### src/rtl/scr1_pulp_mem_arb_if.sv
// PULP-style data port bundle: req/gnt address phase, rvalid response phase.
// The master drives the request; the slave grants it and returns in-order responses.
interface scr1_pulp_mem_arb_if #(
  parameter int AW = 32
);
  logic          req;
  logic [AW-1:0] addr;
  logic [3:0]    be;
  logic          we;
  logic [31:0]   wdata;
  logic          gnt;
  logic          rvalid;
  logic [31:0]   rdata;
  logic          err;

  modport master (output req, addr, be, we, wdata, input gnt, rvalid, rdata, err);
  modport slave  (input req, addr, be, we, wdata, output gnt, rvalid, rdata, err);
endinterface

### src/rtl/scr1_pulp_mem_arb.sv
// Two-master round-robin arbiter onto one PULP data port. An ID FIFO records the issuer
// of each granted transaction so that in-order responses can be routed back to it.
module scr1_pulp_mem_arb #(
  parameter int SCR1_ADDR_WIDTH = 32,
  parameter int OUTSTD          = 2
) (
  input  logic                 clk,
  input  logic                 rst_n,
  scr1_pulp_mem_arb_if.slave   m0,
  scr1_pulp_mem_arb_if.slave   m1,
  scr1_pulp_mem_arb_if.master  data,
  output logic                 proto_err_o
);

  typedef struct packed {
    logic [SCR1_ADDR_WIDTH-1:0] addr;
    logic [3:0]                 be;
    logic                       we;
    logic [31:0]                wdata;
  } mem_req_t;

  localparam logic [2:0] OUTSTD_C = 3'(OUTSTD);
  localparam logic [1:0] PTR_LAST = 2'(OUTSTD - 1);

  mem_req_t   mreq [2];
  mem_req_t   sel_req;
  logic       sel, sel_q, lock, rr_ptr;
  logic       sel_vld, space, hs, pop, head;
  logic [2:0] count;
  logic [1:0] wr_ptr, rd_ptr;
  logic [3:0] id_fifo;

  function automatic logic [1:0] ptr_inc(input logic [1:0] p);
    return (p == PTR_LAST) ? 2'd0 : p + 2'd1;
  endfunction

  assign mreq[0] = {m0.addr, m0.be, m0.we, m0.wdata};
  assign mreq[1] = {m1.addr, m1.be, m1.we, m1.wdata};

  // A locked (pending, ungranted) request keeps its master regardless of the other requester.
  always_comb begin
    sel = sel_q;
    if (!lock) begin
      if (m0.req && m1.req) sel = rr_ptr;
      else                  sel = m1.req;
    end
  end

  assign sel_req = sel ? mreq[1] : mreq[0];
  assign sel_vld = sel ? m1.req : m0.req;

  // A response popping in this cycle frees its slot for a same-cycle grant.
  assign pop   = data.rvalid & (count != 3'd0);
  assign space = (count < OUTSTD_C) | pop;

  assign data.req   = rst_n & sel_vld & space;
  assign data.addr  = sel_req.addr;
  assign data.be    = sel_req.be;
  assign data.we    = sel_req.we;
  assign data.wdata = sel_req.wdata;

  assign hs     = data.req & data.gnt;
  assign m0.gnt = hs & ~sel;
  assign m1.gnt = hs & sel;

  assign head      = id_fifo[rd_ptr];
  assign m0.rvalid = rst_n & pop & ~head;
  assign m1.rvalid = rst_n & pop & head;
  assign m0.err    = pop & ~head & data.err;
  assign m1.err    = pop & head & data.err;
  assign m0.rdata  = data.rdata;
  assign m1.rdata  = data.rdata;

  always_ff @(posedge clk or negedge rst_n) begin
    if (!rst_n) begin
      count       <= 3'd0;
      wr_ptr      <= 2'd0;
      rd_ptr      <= 2'd0;
      id_fifo     <= 4'd0;
      rr_ptr      <= 1'b1;
      lock        <= 1'b0;
      sel_q       <= 1'b0;
      proto_err_o <= 1'b0;
    end else begin
      lock  <= data.req & ~data.gnt;
      sel_q <= sel;
      if (hs) begin
        rr_ptr          <= ~sel;
        id_fifo[wr_ptr] <= sel;
        wr_ptr          <= ptr_inc(wr_ptr);
      end
      if (pop) rd_ptr <= ptr_inc(rd_ptr);
      case ({hs, pop})
        2'b10:   count <= count + 3'd1;
        2'b01:   count <= count - 3'd1;
        default: count <= count;
      endcase
      if (data.rvalid && count == 3'd0) proto_err_o <= 1'b1;
    end
  end

endmodule

### src/flat_wrapper.sv
// flat-port wrapper written by rule: the top's interface ports become plain ports
module scr1_pulp_mem_arb_flat 
#(
  parameter int SCR1_ADDR_WIDTH = 32,
  parameter int OUTSTD          = 2
)
  (clk, rst_n, proto_err_o, m0_req, m0_addr, m0_be, m0_we, m0_wdata, m0_gnt, m0_rvalid, m0_rdata, m0_err, m1_req, m1_addr, m1_be, m1_we, m1_wdata, m1_gnt, m1_rvalid, m1_rdata, m1_err, data_req, data_addr, data_be, data_we, data_wdata, data_gnt, data_rvalid, data_rdata, data_err);
  scr1_pulp_mem_arb_if #(.AW(32)) m0_i ();
  scr1_pulp_mem_arb_if #(.AW(32)) m1_i ();
  scr1_pulp_mem_arb_if #(.AW(32)) data_i ();
  input  logic clk;
  input  logic rst_n;
  output logic proto_err_o;
  input wire logic [$bits(m0_i.req)-1:0] m0_req;
  input wire logic [$bits(m0_i.addr)-1:0] m0_addr;
  input wire logic [$bits(m0_i.be)-1:0] m0_be;
  input wire logic [$bits(m0_i.we)-1:0] m0_we;
  input wire logic [$bits(m0_i.wdata)-1:0] m0_wdata;
  output wire logic [$bits(m0_i.gnt)-1:0] m0_gnt;
  output wire logic [$bits(m0_i.rvalid)-1:0] m0_rvalid;
  output wire logic [$bits(m0_i.rdata)-1:0] m0_rdata;
  output wire logic [$bits(m0_i.err)-1:0] m0_err;
  input wire logic [$bits(m1_i.req)-1:0] m1_req;
  input wire logic [$bits(m1_i.addr)-1:0] m1_addr;
  input wire logic [$bits(m1_i.be)-1:0] m1_be;
  input wire logic [$bits(m1_i.we)-1:0] m1_we;
  input wire logic [$bits(m1_i.wdata)-1:0] m1_wdata;
  output wire logic [$bits(m1_i.gnt)-1:0] m1_gnt;
  output wire logic [$bits(m1_i.rvalid)-1:0] m1_rvalid;
  output wire logic [$bits(m1_i.rdata)-1:0] m1_rdata;
  output wire logic [$bits(m1_i.err)-1:0] m1_err;
  output wire logic [$bits(data_i.req)-1:0] data_req;
  output wire logic [$bits(data_i.addr)-1:0] data_addr;
  output wire logic [$bits(data_i.be)-1:0] data_be;
  output wire logic [$bits(data_i.we)-1:0] data_we;
  output wire logic [$bits(data_i.wdata)-1:0] data_wdata;
  input wire logic [$bits(data_i.gnt)-1:0] data_gnt;
  input wire logic [$bits(data_i.rvalid)-1:0] data_rvalid;
  input wire logic [$bits(data_i.rdata)-1:0] data_rdata;
  input wire logic [$bits(data_i.err)-1:0] data_err;
  assign m0_i.req = m0_req;
  assign m0_i.addr = m0_addr;
  assign m0_i.be = m0_be;
  assign m0_i.we = m0_we;
  assign m0_i.wdata = m0_wdata;
  assign m0_gnt = m0_i.gnt;
  assign m0_rvalid = m0_i.rvalid;
  assign m0_rdata = m0_i.rdata;
  assign m0_err = m0_i.err;
  assign m1_i.req = m1_req;
  assign m1_i.addr = m1_addr;
  assign m1_i.be = m1_be;
  assign m1_i.we = m1_we;
  assign m1_i.wdata = m1_wdata;
  assign m1_gnt = m1_i.gnt;
  assign m1_rvalid = m1_i.rvalid;
  assign m1_rdata = m1_i.rdata;
  assign m1_err = m1_i.err;
  assign data_req = data_i.req;
  assign data_addr = data_i.addr;
  assign data_be = data_i.be;
  assign data_we = data_i.we;
  assign data_wdata = data_i.wdata;
  assign data_i.gnt = data_gnt;
  assign data_i.rvalid = data_rvalid;
  assign data_i.rdata = data_rdata;
  assign data_i.err = data_err;
  scr1_pulp_mem_arb #(.SCR1_ADDR_WIDTH(SCR1_ADDR_WIDTH), .OUTSTD(OUTSTD)) u_core (.clk(clk), .rst_n(rst_n), .m0(m0_i), .m1(m1_i), .data(data_i), .proto_err_o(proto_err_o));
endmodule
### config.mk
export PLATFORM = sky130hd
export DESIGN_NAME = scr1_pulp_mem_arb_flat
export DESIGN_NICKNAME = d
export VERILOG_FILES = /design/src/rtl/scr1_pulp_mem_arb_if.sv /design/src/rtl/scr1_pulp_mem_arb.sv /design/src/flat_wrapper.sv
export SDC_FILE = /design/constraint.sdc
export NUM_CORES = 1
export LEC_CHECK = 0
export ABC_AREA = 1
export BUFFER_PORTS_ARGS = -buffer_cell sky130_fd_sc_hd__buf_4
export CORE_AREA = 4 4 122 124
export CTS_CLUSTER_DIAMETER = 40
export CTS_CLUSTER_SIZE = 30
export DETAILED_ROUTE_END_ITERATION = 7
export DIE_AREA = 0 0 126 128
export GPL_ROUTABILITY_DRIVEN = 0
export GPL_TIMING_DRIVEN = 0
export HOLD_SLACK_MARGIN = 0.08
export PLACE_DENSITY = 0.44
export SLEW_MARGIN = 30
export SYNTH_ARGS = -nofsm -noshare
export SYNTH_HDL_FRONTEND = slang
export SYNTH_SLANG_ARGS = --single-unit
### constraint.sdc
create_clock -name clk -period 3.2 [get_ports clk]
set_clock_uncertainty 0.15 [all_clocks]
set_input_delay 0.16 -clock clk [delete_from_list [all_inputs] [get_ports clk]]
set_output_delay 0.16 -clock clk [all_outputs]
set_load 0.01 [all_outputs]
==> results of run 1 <==
## synthesized netlist by cell type, types with 2 or more instances
library cell,count
nand2_1,229
nor2_1,7
nand4_1,8
nor2_4,2
nand2_4,2
nand3_1,4
inv_1,18
nor3_1,5
buf_2,7
nand2_2,2
a21oi_1,2
xnor2_1,2
buf_4,65
dfrtp_1,14
buf_6,7
o21ai_0,2
## worst max-delay path, cell delays in order
cell	delay (ns)
dlygate4sd3_1	0.53
buf_4	0.11
inv_1	0.04
o21ai_1	0.11
nand3_2	0.15
nor2_4	0.26
nand2_4	0.11
ha_1	0.19
inv_1	0.09
fa_1	0.42
o21ai_0	0.16
## through the flow
step           power, mW  hold WS [ns]
6_report           1.850        0.1045
5_1_grt            2.009        0.1406
2_1_floorplan     0.9643       -0.2856
3_3_place_gp       1.619       -0.1109
3_5_place_dp       1.627       -0.1094
4_1_cts            1.884        0.1210
## per-layer routing
metal | vias to the layer above | track usage [%] | part of all wire [%]
met5 | - | 0 | 0
met4 | 0 | 1.703 | 0.49
met3 | 5 | 2.583 | 8.0
met2 | 158 | 24.32 | 52
met1 | 1361 | 16.00 | 39
li1 | 1690 | - | -
## cells by family (layout without fill, tap and decap cells)
logic type | after synthesis | after routing | synth area share [%]
flip-flops | 15 | 15 | 17.03
adder cells (fa/ha/maj) | 2 | 2 | 1.471
AND/OR/NAND/NOR | 261 | 261 | 47.76
buffers and inverters | 99 | 391 | 30.62
AO/OA/AOI/OAI | 7 | 7 | 1.924
XOR/XNOR | 3 | 3 | 1.189
## worst paths after layout
| check | start | endpoint | slack (ns) | cells after the start |
|---|---|---|---|---|
| max | data_rvalid | u_core.count[1] | 0.88 | 11 |
| min | m0_req | u_core.lock | 0.10 | 3 |
| max reg2reg | u_core.rr_ptr | u_core.count[1] | 0.94 | 11 |
| min reg2reg | u_core.rr_ptr | u_core.rr_ptr | 0.31 | 2 |
| max in group asynchronous | rst_n | u_core.rr_ptr | 2.49 | 2 |
| min in group asynchronous | rst_n | u_core.proto_err_o | 0.16 | 2 |
## report_power, final
part	switching (mW)	internal, mW
combinational	0.650	0.653
sequential	0.0450	0.253
clock	0.0791	0.169
total	0.774	1.08
## flip-flops by register name (all words and copies together) (netlist names)
name	cells
u_core.lock	1
u_core.id_fifo	4
u_core.sel_q	1
u_core.rr_ptr	1
u_core.proto_err_o	1
u_core.wr_ptr	2
u_core.rd_ptr	2
u_core.count	3
## layout make-up
type | count | area [sq um] | share of cell area, %
clock buffers | 4 | 78.83 | 1.683
plain buffers | 80 | 605.6 | 12.93
inverters | 19 | 71.32 | 1.522
multi-input cells | 273 | 1157 | 24.71
flip-flops and latches | 15 | 376.6 | 8.040
well taps | 180 | 225.2 | 4.808
repair buffers | 288 | 2170 | 46.31
==> reports/metrics.csv, run 1 <==
metric,value,unit
chip height,128,um
Worst-path clk slew,0.05,ns
Synth area leaders,"nand2_1 (39%), buf_4 (22%), dfrtp_1 (16%)",
"antenna viol nets, final",0,
Synth top area share,38.88,%
# rows,43,
H-tree levels,1,
initial core utilization,16.05,%
Total Nets Final,859,
deepest clock path buffer count,2,
Crit Path Max Fanout,8,
Antenna diodes,0,
drc violations,0,
Fillers,1538,
vias in the first global route,3220,
Setup WS pre-CTS,0.9388,ns
CP Launch Type,input port,
TritonCTS buffer count,3,
Syn-to-layout area delta,111.9,%
Syn Area/Cell,5.713,sq um
IO buf count,285,
Post-synth ARST share,100.0,%
hold_buf cts,3,
final setup fails,0,
Worst Setup End Kind,flop,
final wirelength,11900,um
TritonCTS Sinks,15,
arrival time worst endpoint,2.34,ns
remaining global-route overflow,0,
WL per Instance,13.86,um
Placed Cells,852,
number of synthesized register bits,15,
max-cap violations,0,
Die Wd,126,um
Yosys warning count,0,
first-pass GRT wire length,17140,um
status,finished clean,
layout cells sized above 1,55.67,%
clock insertion delay at the later pin of the skew report,0.25,ns
Pins Over Slew Limit,0,
"Cell Area, Synth",2211,sq um
Tot GR Track Use,13.08,%
P per Cell Area,394.8,nW/um^2
largest net degree at the start of global routing,18,
area of the core,13770,sq um
max_slew headroom,72.57,%
routed vias/inst,3.742,
WP data required,3.22,ns
drt pass-1 iters,4,
post-synthesis sequential area ratio,17.03,%
"most common cell after layout, fill and taps aside",buf_4,
Yosys cell types,27,
Main synth FF type,dfrtp_1,
Least-Margin Pin Slew,0.4114,ns
Placed Area,4576,sq um
vias,3214,
Top-Level Pins,318,
Leak,2.850,nW
post-layout util,34.01,%
post-route insts no fill,859,
final setup margin,0.8769,ns
CTS tree,built,
"EDFF count, synth",0,
Root Buffer,clkbuf_16,
Die ar.,16130,sq um
unrepaired setup endpoints after global routing,no,
HP Class,in2reg,
Post-DP HPWL,10510,um
syn_nets,566,
Final Hold Fails,0,
Final period util,72.60,%
setup TNS,0,ns
post-cts repair resize count,0,
post-route cell area,4684,sq um
"commonest cells after routing, fill and taps aside","buf_4 (350), nand2_1 (229), inv_1 (18), dfrtp_1 (14), nand4_1 (8)",
WS Path Type,in2reg,
Tmin final,2.323,ns
Peak VDD IR,189.0,uV
DRT iter0 DRCs,82,
initial antenna violation count,0,
Post-CTS Setup Bufs,0,
"area leader, netlist",nand2_1,
Post-Syn Instances,387,
FMAX,430.5,MHz
(Power assumes the default switching activity.)
==> inputs of run 2 (changes only) <==
- CORE_AREA: 4 4 122 124 -> 4 4 121 123
- DIE_AREA: 0 0 126 128 -> 0 0 125 127
- PLACE_DENSITY: 0.44 -> 0.47
- clock period: 3.2 -> 2.04 ns (I/O delays scaled with it)
==> reports/metrics.csv, run 2 (synthesis gave the netlist of run 1 again) <==
metric,value,unit,change
vias,3298,,+2.6%
HP Class,in2reg,,
largest net degree at the start of global routing,16,,-2
net switching power,1.273,mW,+64%
Worst-path clk slew,0.05,ns,about the same
clock share of power,12.8,%,-0.6 points
combinational power share,71.4,%,+0.9 points
TritonCTS Sinks,15,,unchanged
top flop regs,"u_core.id_fifo: 4 flops, u_core.count: 3 flops",,
first-pass GRT wire length,18510,um,+8.0%
initial antenna violation count,0,,unchanged
Die Wd,125,um,-0.79%
Post-DP HPWL,11020,um,+4.8%
busiest grt layer,met2,,
IO buf count,285,,unchanged
R2R depth,11,,unchanged
CP startpoint,u_core.rr_ptr,,
CTS tree,built,,
routed vias/inst,3.817,,+2.0%
remaining global-route overflow,0,,unchanged
Reg with most FFs,u_core.id_fifo,,
Leak,2.877,nW,+0.96%
met2 Usage GRT,28.00,%,+3.7 points
H-tree levels,1,,unchanged
Syn-to-layout area delta,115.3,%,
min-delay src,data_rvalid,,
FMAX,502.9,MHz,
hold endpoint,u_core.rd_ptr[1],,
family with the most delay on the worst path,adder cells,,
M3 GR Usage,2.132,%,-0.45 points
Fillers,1534,,-0.26%
WS Path Type,reg2reg,,
unrepaired setup endpoints after global routing,yes,,
final setup fails,0,,unchanged
final wirelength,12610,um,+5.9%
Pins Over Slew Limit,0,,unchanged
# rows,43,,unchanged
TritonCTS buffer count,3,,unchanged
Final period util,97.47,%,
Critical-path top delay cell,dfstp_2,,
grt met1 use,16.95,%,+0.95 points
P_int,1.733,mW,+61%
post-route cell area,4760,sq um,+1.6%
Top-Level Pins,318,,unchanged
status,finished clean,,
"antenna viol nets, final",0,,unchanged
Switching Share,42.36,%,+0.49 points
setup TNS,0,ns,unchanged
Tot GR Track Use,14.35,%,+1.3 points
Crit Path Max Fanout,4,,-4
Peak VDD IR,592.2,uV,+210%
Worst Setup End Kind,flop,,
reg-to-reg endpoint,u_core.count[1],,
DRT iter0 DRCs,123,,+50%
arrival time worst endpoint,2.01,ns,-0.33 ns
WL per Instance,14.59,um,+5.3%
Critical path buffers and inverters,2,,-2
Flop pwr share,15.8,%,-0.3 points
Placed Area,4588,sq um,+0.27%
Root Buffer,clkbuf_16,,
WHS Path Cells,4,,+1
multi-input logic area,1186,sq um,+2.5%
"commonest cells after routing, fill and taps aside","buf_4 (353), nand2_1 (228), inv_1 (16), dfrtp_1 (14), nand4_1 (8)",,
Die ar.,15880,sq um,-1.6%
WP data required,2.06,ns,-1.16 ns
layout cells sized above 1,56.73,%,+1.1 points
reg2reg start,u_core.rr_ptr,,
Antenna diodes,0,,unchanged
drc violations,0,,unchanged
Total Nets Final,864,,+0.58%
CP max stage delay,0.53,ns,about the same
P per Cell Area,631.6,nW/um^2,+60%
Reg area,376.6,sq um,unchanged
initial core utilization,16.18,%,+0.13 points
area of the core,13670,sq um,-0.78%
CP Launch Type,flop,,
FF-to-FF setup slack,0.05,ns,-0.89 ns
clock insertion delay at the later pin of the skew report,0.24,ns,about the same
chip height,127,um,-0.78%
"most common cell after layout, fill and taps aside",buf_4,,
max-cap violations,0,,unchanged
vias in the first global route,3401,,+5.6%
max_slew headroom,52.55,%,-20 points
Largest register FFs,4,,unchanged
Least-Margin Pin Slew,0.7094,ns,+0.2980 ns
Final Hold Fails,0,,unchanged
deepest clock path buffer count,2,,unchanged
drt pass-1 iters,4,,unchanged
crit-path cells,inv_2 > nand2_2 > nand2_2 > nand2_4 > nor2_4 > nor2_4 > nand2_4 > ha_4 > inv_4 > fa_2 > o21ai_2,,
Tmin final,1.988,ns,
## run 2: stage by stage
step | total power, mW | utilization (%) | setup WS, ns | cells | hold WS, ns
2_1_floorplan | 1.532 | - | 0.002626 | 387 | -0.3436
3_3_place_gp | 2.565 | 33.57 | -0.09133 | 852 | -0.1676
3_5_place_dp | 2.585 | 33.57 | -0.1214 | 852 | -0.1673
4_1_cts | 2.997 | 34.64 | 0.0007809 | 863 | 0.1329
5_1_grt | 3.261 | 34.83 | -0.05294 | 864 | 0.1835
6_report | 3.006 | 34.83 | 0.05154 | 864 | 0.1582
## run 2: worst max path at each step
| stage | endpoint | slack, ns | depth (start not counted) |
|---|---|---|---|
| floorplan | u_core.count[1] | 0.003 | 11 |
| global placement | u_core.count[1] | -0.09 | 11 |
| detailed placement | u_core.count[1] | -0.12 | 11 |
| CTS | u_core.count[2] | 0.0008 | 13 |
| global route | u_core.count[1] | -0.05 | 11 |
| finish | u_core.count[1] | 0.05 | 11 |
## run 2: routing by layer
layer / part of all wire, % / vias to the layer above
met5: 0 / -
met4: 0.94 / 0
met3: 5.7 / 8
met2: 55 / 146
met1: 39 / 1441
li1: - / 1703
## run 2: final cells by class
type                            instances  area share [%]
Buffer                                 80           12.72
Sequential cell                        15           7.913
Inverter                               19           1.551
Timing Repair Buffer                  293           46.48
Clock inverter                          1          0.1052
Multi-Input combinational cell        273           24.92
Clock buffer                            3           1.577
Tap cell                              180           4.732
## run 2: what timing repair did
action	CTS	global route
buffers inserted	2	1
hold buffers	5	0
hold endpoints to repair	18	0
pin swaps	3	2
gates resized for setup	1	6
setup endpoints to repair	2	3
## run 2: tightest hold or removal path: stages
cell and delay, ns:
buf_4 0.11, inv_1 0.10, a21oi_4 0.07, a21oi_1 0.12
## run 2: power groups by stage
stage                     Clock, mW  Combinational, mW  Sequential, mW
after global placement            0               2.09           0.475
after global routing          0.402               2.37           0.489
final                         0.384               2.15           0.476
after CTS                     0.390               2.13           0.473
after floorplan                   0               1.07           0.460
after detailed placement          0               2.11           0.476
